File: config.mk
export PLATFORM = sky130hd
export DESIGN_NAME = memory_access
export DESIGN_NICKNAME = d
export VERILOG_FILES = /design/src/rtl/memory_access_pkg.sv /design/src/rtl/memory_access_load_align.sv /design/src/rtl/memory_access.sv
export SDC_FILE = /design/constraint.sdc
export NUM_CORES = 1
export LEC_CHECK = 0
export ABC_AREA = 0
export CAP_MARGIN = 20
export CORE_UTILIZATION = 40
export CTS_CLUSTER_SIZE = 30
export DETAILED_ROUTE_END_ITERATION = 8
export PLACE_DENSITY = 0.79
export SYNTH_ARGS = -nofsm -noshare
export SYNTH_HDL_FRONTEND = slang
export SYNTH_HIERARCHICAL = 1
export SYNTH_SLANG_ARGS = --single-unit
File: constraint.sdc
create_clock -name clk_i -period 2.5 [get_ports clk_i]
set_input_delay 0.5 -clock clk_i [delete_from_list [all_inputs] [get_ports clk_i]]
set_output_delay 0.5 -clock clk_i [all_outputs]
set_load 0.005 [all_outputs]
File: src/rtl/memory_access_pkg.sv
// Shared memory-stage types: access size, controller state and bus geometry.
package memory_access_pkg;

  typedef enum logic [1:0] {
    BYTE = 2'd0,
    HALF = 2'd1,
    WORD = 2'd2,
    RSVD = 2'd3
  } mem_size_e;

  typedef enum logic [1:0] {
    IDLE = 2'd0,
    WAIT = 2'd1,
    DONE = 2'd2
  } mem_state_e;

  localparam int WORD_BYTES = 4;

endpackage

File: src/rtl/memory_access_load_align.sv
// Pure combinational load extraction: picks the byte/half/word lane and extends it.
module load_align
  import memory_access_pkg::*;
(
  input  logic [31:0] word_i,
  input  logic [1:0]  addr_i,
  input  logic [1:0]  size_i,
  input  logic        unsigned_i,
  output logic [31:0] result_o
);

  logic [7:0]  byte_sel;
  logic [15:0] half_sel;

  always_comb begin
    byte_sel = word_i[{addr_i, 3'b000} +: 8];
    half_sel = addr_i[1] ? word_i[31:16] : word_i[15:0];
    case (mem_size_e'(size_i))
      BYTE:    result_o = {{24{~unsigned_i & byte_sel[7]}}, byte_sel};
      HALF:    result_o = {{16{~unsigned_i & half_sel[15]}}, half_sel};
      default: result_o = word_i;
    endcase
  end

endmodule

File: src/rtl/memory_access.sv
// Memory-stage data-access controller: issues one req/ack transaction per load/store,
// stalls the pipe while it is outstanding and returns the extended load value.
module memory_access
  import memory_access_pkg::*;
(
  input  logic        clk_i,
  input  logic        rst_i,
  input  logic        mem_read_m_i,
  input  logic        mem_write_m_i,
  input  logic [1:0]  size_m_i,
  input  logic        unsigned_m_i,
  input  logic [31:0] alu_out_m_i,
  input  logic [31:0] write_data_m_i,
  output logic        dmem_req_o,
  output logic        dmem_we_o,
  output logic [31:0] dmem_addr_o,
  output logic [3:0]  dmem_be_o,
  output logic [31:0] dmem_wdata_o,
  input  logic        dmem_ack_i,
  input  logic [31:0] dmem_rdata_i,
  output logic [31:0] read_data_m_o,
  output logic        stall_o,
  output logic        misaligned_o
);

  mem_state_e  state_q;
  logic        we_q;
  logic [31:0] addr_q;
  logic [3:0]  be_q;
  logic [31:0] wdata_q;
  logic [1:0]  off_q;
  logic [1:0]  size_q;
  logic        uns_q;
  logic [31:0] rbuf_q;
  logic [31:0] rdata_q;

  logic        mem_op;
  logic        access;
  logic [3:0]  be_d;
  logic [31:0] wdata_d;
  logic [31:0] align_out;

  // Reset masks the combinational request path so nothing leaks out while held in reset.
  assign mem_op = (mem_read_m_i | mem_write_m_i) & ~rst_i;

  always_comb begin
    misaligned_o = 1'b0;
    if (mem_op) begin
      case (mem_size_e'(size_m_i))
        BYTE:    misaligned_o = 1'b0;
        HALF:    misaligned_o = alu_out_m_i[0];
        default: misaligned_o = |alu_out_m_i[1:0];
      endcase
    end
  end

  assign access = mem_op & ~misaligned_o;

  always_comb begin
    be_d    = 4'b0000;
    wdata_d = write_data_m_i;
    if (mem_write_m_i) begin
      case (mem_size_e'(size_m_i))
        BYTE: begin
          be_d    = 4'b0001 << alu_out_m_i[1:0];
          wdata_d = {WORD_BYTES{write_data_m_i[7:0]}};
        end
        HALF: begin
          be_d    = alu_out_m_i[1] ? 4'b1100 : 4'b0011;
          wdata_d = {2{write_data_m_i[15:0]}};
        end
        default: begin
          be_d    = 4'b1111;
          wdata_d = write_data_m_i;
        end
      endcase
    end
  end

  always_ff @(posedge clk_i) begin
    if (rst_i) begin
      state_q <= IDLE;
      we_q    <= 1'b0;
      addr_q  <= '0;
      be_q    <= '0;
      wdata_q <= '0;
      off_q   <= '0;
      size_q  <= '0;
      uns_q   <= 1'b0;
      rbuf_q  <= '0;
      rdata_q <= '0;
    end else begin
      case (state_q)
        IDLE: begin
          if (access) begin
            state_q <= WAIT;
            we_q    <= mem_write_m_i;
            addr_q  <= {alu_out_m_i[31:2], 2'b00};
            be_q    <= be_d;
            wdata_q <= wdata_d;
            off_q   <= alu_out_m_i[1:0];
            size_q  <= size_m_i;
            uns_q   <= unsigned_m_i;
          end
        end
        WAIT: begin
          if (dmem_ack_i) begin
            state_q <= DONE;
            if (!we_q) rbuf_q <= dmem_rdata_i;
          end
        end
        DONE: begin
          state_q <= IDLE;
          if (!we_q) rdata_q <= align_out;
        end
        default: state_q <= IDLE;
      endcase
    end
  end

  load_align u_load_align (
    .word_i     (rbuf_q),
    .addr_i     (off_q),
    .size_i     (size_q),
    .unsigned_i (uns_q),
    .result_o   (align_out)
  );

  // IDLE presents the request straight from the stage inputs; WAIT replays the captured copy.
  always_comb begin
    dmem_req_o   = 1'b0;
    dmem_we_o    = 1'b0;
    dmem_addr_o  = '0;
    dmem_be_o    = '0;
    dmem_wdata_o = '0;
    case (state_q)
      IDLE: begin
        if (access) begin
          dmem_req_o   = 1'b1;
          dmem_we_o    = mem_write_m_i;
          dmem_addr_o  = {alu_out_m_i[31:2], 2'b00};
          dmem_be_o    = be_d;
          dmem_wdata_o = wdata_d;
        end
      end
      WAIT: begin
        dmem_req_o   = 1'b1;
        dmem_we_o    = we_q;
        dmem_addr_o  = addr_q;
        dmem_be_o    = be_q;
        dmem_wdata_o = wdata_q;
      end
      default: ;
    endcase
  end

  assign stall_o       = ((state_q == IDLE) & access) | (state_q == WAIT);
  assign read_data_m_o = ((state_q == DONE) && !we_q) ? align_out : rdata_q;

endmodule
==> results of run 1 <==
## kinds of logic (layout without fill, tap and decap cells)
group / Yosys count / count (layout) / share of synthesized area
compound gates: 216 / 216 / 0.178
buf+inv: 74 / 356 / 0.0590
flops: 138 / 138 / 0.410
mux: 59 / 59 / 0.0973
other cells: 1 / 3 / 0.000556
simple gates: 403 / 403 / 0.255
## flip-flops by register name (all words and copies together) (netlist names)
signal	cells
uns_q	1
addr_q	30
rdata_q	32
state_q	2
be_q	4
rbuf_q	32
size_q	2
wdata_q	32
off_q	2
we_q	1
## worst max-delay path by stage
stage                   from                to  slack, ns  cells past startpoint
6_report            off_q[0]  read_data_m_o[9]      -0.15                      6
5_1_grt             off_q[0]  read_data_m_o[9]      -0.23                      6
3_5_place_dp   mem_write_m_i   dmem_addr_o[11]      -0.67                      7
4_1_cts           state_q[0]  read_data_m_o[4]      -0.20                      5
3_3_place_gp   mem_write_m_i   dmem_addr_o[10]      -0.60                      7
2_1_floorplan    size_m_i[0]  dmem_wdata_o[10]       0.52                      5
## worst max-delay path, stage by stage, from the launching register on
cell and delay [ns]:
dfxtp_4 0.36, mux2i_2 0.16, mux2_4 0.29, nor4_4 0.36
a221o_1 0.19, mux2_4 0.15, dlygate4sd2_1 0.22
## power by group through the flow
stage	combinational (mW)	clock, mW	sequential (mW)
2_1_floorplan	0.379	0	2.35
3_3_place_gp	0.819	0	2.36
3_5_place_dp	0.824	0	2.36
4_1_cts	0.857	2.84	2.32
5_1_grt	0.992	2.96	2.32
6_report	0.924	2.82	2.32
## synthesized netlist by cell type, drive strengths merged
library cell | n | share of area
o22a | 3 | 0.0039
nor2b | 40 | 0.037
conb | 1 | 0.00056
o21ai | 7 | 0.0052
buf | 37 | 0.038
nand3 | 3 | 0.0022
inv | 3 | 0.0017
nand4b | 2 | 0.0026
nor4 | 1 | 0.0032
nor3b | 4 | 0.0076
a221o | 8 | 0.012
mux2 | 49 | 0.082
o21bai | 2 | 0.0022
a2bb2oi | 3 | 0.0039
nand2b | 9 | 0.0084
nand3b | 1 | 0.0011
o22ai | 1 | 0.00093
dfxtp | 138 | 0.41
a22oi | 5 | 0.0056
a221oi | 1 | 0.0013
clkbuf | 34 | 0.019
and2b | 1 | 0.0011
and4b | 1 | 0.0015
a311oi | 1 | 0.0013
nand2 | 334 | 0.19
nor2 | 7 | 0.0039
a21o | 4 | 0.0045
mux2i | 10 | 0.015
a21oi | 173 | 0.13
o211ai | 8 | 0.0089
## cell type report
type	count	area, µm²
antenna	1	2.50
clock buffer	20	447
clock inverter	12	213
fill	1341	5960
inverter	3	11.3
multi-input combinational	680	3920
sequential	138	2780
tap	220	275
timing repair buffer	321	2910
## repair_timing
action	CTS	global route
resized for setup	231	186
cloned	4	4
endpoints found under the setup margin	102	100
pin swaps	17	22
buffers inserted	9	26
## layer usage
metal / part of all wire / up-vias / global-route usage
met3: 0.085 / 50 / 0.0834
met1: 0.39 / 3574 / 0.284
li1: - / 3507 / -
met4: 0.029 / 0 / 0.104
met5: 0 / - / 0
met2: 0.50 / 303 / 0.426
## per-stage QoR
stage               worst slack, ns  TNS, ns
finish                       -0.147    -1.28
CTS                          -0.202    -9.17
global route                 -0.227    -2.92
global placement             -0.601   -42.10
detailed placement           -0.675   -45.87
floorplan                     0.524        0
==> metrics.csv, run 1 <==
stage;metric;value;unit
setup_path;r2r_slack;0.59;ns
power_and_ir_drop;pwr-share-comb;0.152;
placement;placed_cells;1323;
setup_path;critPathRequiredTime;2.00;ns
placement;dpl.hpwl;14200;µm
final_layout;layout.nets;1265;
sta;finClkSkew;0.00910;ns
worst_hold_path;hold_depth;3;
sta;slew_violations;0;
power_and_ir_drop;irDropWorstVdd;0.554;mV
sta;slew_headroom;0.288;
synth;syn_area;6740;µm²
power_and_ir_drop;p_int;4.57;mW
sta;worst_slack;-0.147;ns
setup_path;worstPathArrival;2.15;ns
synth;seq_area_frac_synth;0.410;
setup_path;cp-end-kind;output pin;
cts;insertion_delay;0.42;ns
flow_run;cap_violations;0;
sta;setup_viol_count_final;18;
outcome;violations;setup timing;
sta;fin_crit;2.65;ns
floorplanning;die_h;132;µm
global_route;grt_usage;0.249;
power_and_ir_drop;clockPowerShare;0.465;
cts;hold_buffers;0;
setup_path;r2r_cells;6;
cts;clkTransAtPathRegs;0.06;ns
final_layout;fin_util;0.639;
sta;whs;0.415;ns
worst_hold_path;hold_path_end;be_q[3];
cts;clockBufferDepth;2;
worst_hold_path;min_path_type;input pin to register;
route;drtAntennaViolNets;0;
floorplanning;placement_rows;47;
synth;yosysWarnings;6;
sta;hold_viol;0;
route;route.detailed.drc;0;
setup_path;setup.worst_path.start_class;register;
global_route;grt_overflow;0;
final_layout;fin_cells;1395;
final_layout;mostFrequentLayoutCell;nand2_1;
floorplanning;die_area;17400;µm²
outcome;outcome;finished, violations left;
setup_path;reg2reg_from;state_q[1];
synth;netlist_instances;891;
sta;period_share;1.06;
sta;grt_setup_unrepaired;yes;
power_and_ir_drop;p_sw_frac;0.245;
final_layout;layout-drive-gt1-share;0.290;
sta;worstMarginPinSlew;1.07;ns
cts;cts_tree;yes;
cts;htreeDepth;4;
floorplanning;fp.coreArea;16500;µm²
route;via_per_inst;5.33;
worst_hold_path;min_from;mem_write_m_i;
setup_path;r2r_end;addr_q[8];
setup_path;crit_type;register to output pin;
route;vias;7434;
route;drtIter0Drc;540;
setup_path;cp_max_fo;8;
final_layout;final_cell_mix;nand2_1, a21oi_1, dfxtp_1;
placement;finalWeightedCongestion;0.839;
floorplanning;io_pins;208;
cts;cts.sinks;138;
global_route;grt_max_degree;100;
synth;ys_seq_elements;138;
placement;placed_cell_area;9350;µm²
power_and_ir_drop;power.density;574;nW/µm²
placement;port_buffers;205;
route;drt_pass1_iterations;5;
route;wl;23200;µm
route;wl_per_cell;16.6;µm
global_route;grt_pass1_vias;6991;
global_route;antenna_found_initial;1;
floorplanning;initial_core_util;0.408;
synth;synth.avg_cell_area;7.57;µm²
power_and_ir_drop;power_frac_seq;0.382;
final_layout;syn2layout_area_growth;56.7;%
cts;cts_inserted_buffers;17;
final_layout;stdcell_area;10600;µm²
power_and_ir_drop;power_switching;1.49;mW
power_and_ir_drop;p_leak;4.45;nW
cts;ctsRootBufferMaster;clkbuf_16;
sta;fmax;0.378;GHz
global_route;grt_first_pass_wirelength;34600;µm
synth;synth_cell_types;40;
floorplanning;die_x;132;µm
power_and_ir_drop;p_total;6.06;mW
Power figures use the tool's default switching activity.
==> run 2: changes to the inputs <==
--- a/config.mk
+++ b/config.mk
@@ -8,6 +8,7 @@
 export ABC_AREA = 0
 export CAP_MARGIN = 20
 export CORE_UTILIZATION = 40
+export CTS_CLUSTER_DIAMETER = 30
 export CTS_CLUSTER_SIZE = 30
 export DETAILED_ROUTE_END_ITERATION = 8
 export PLACE_DENSITY = 0.79
==> results of run 2 <==
Final layout, timing and power as in run 1 (identical DEF).
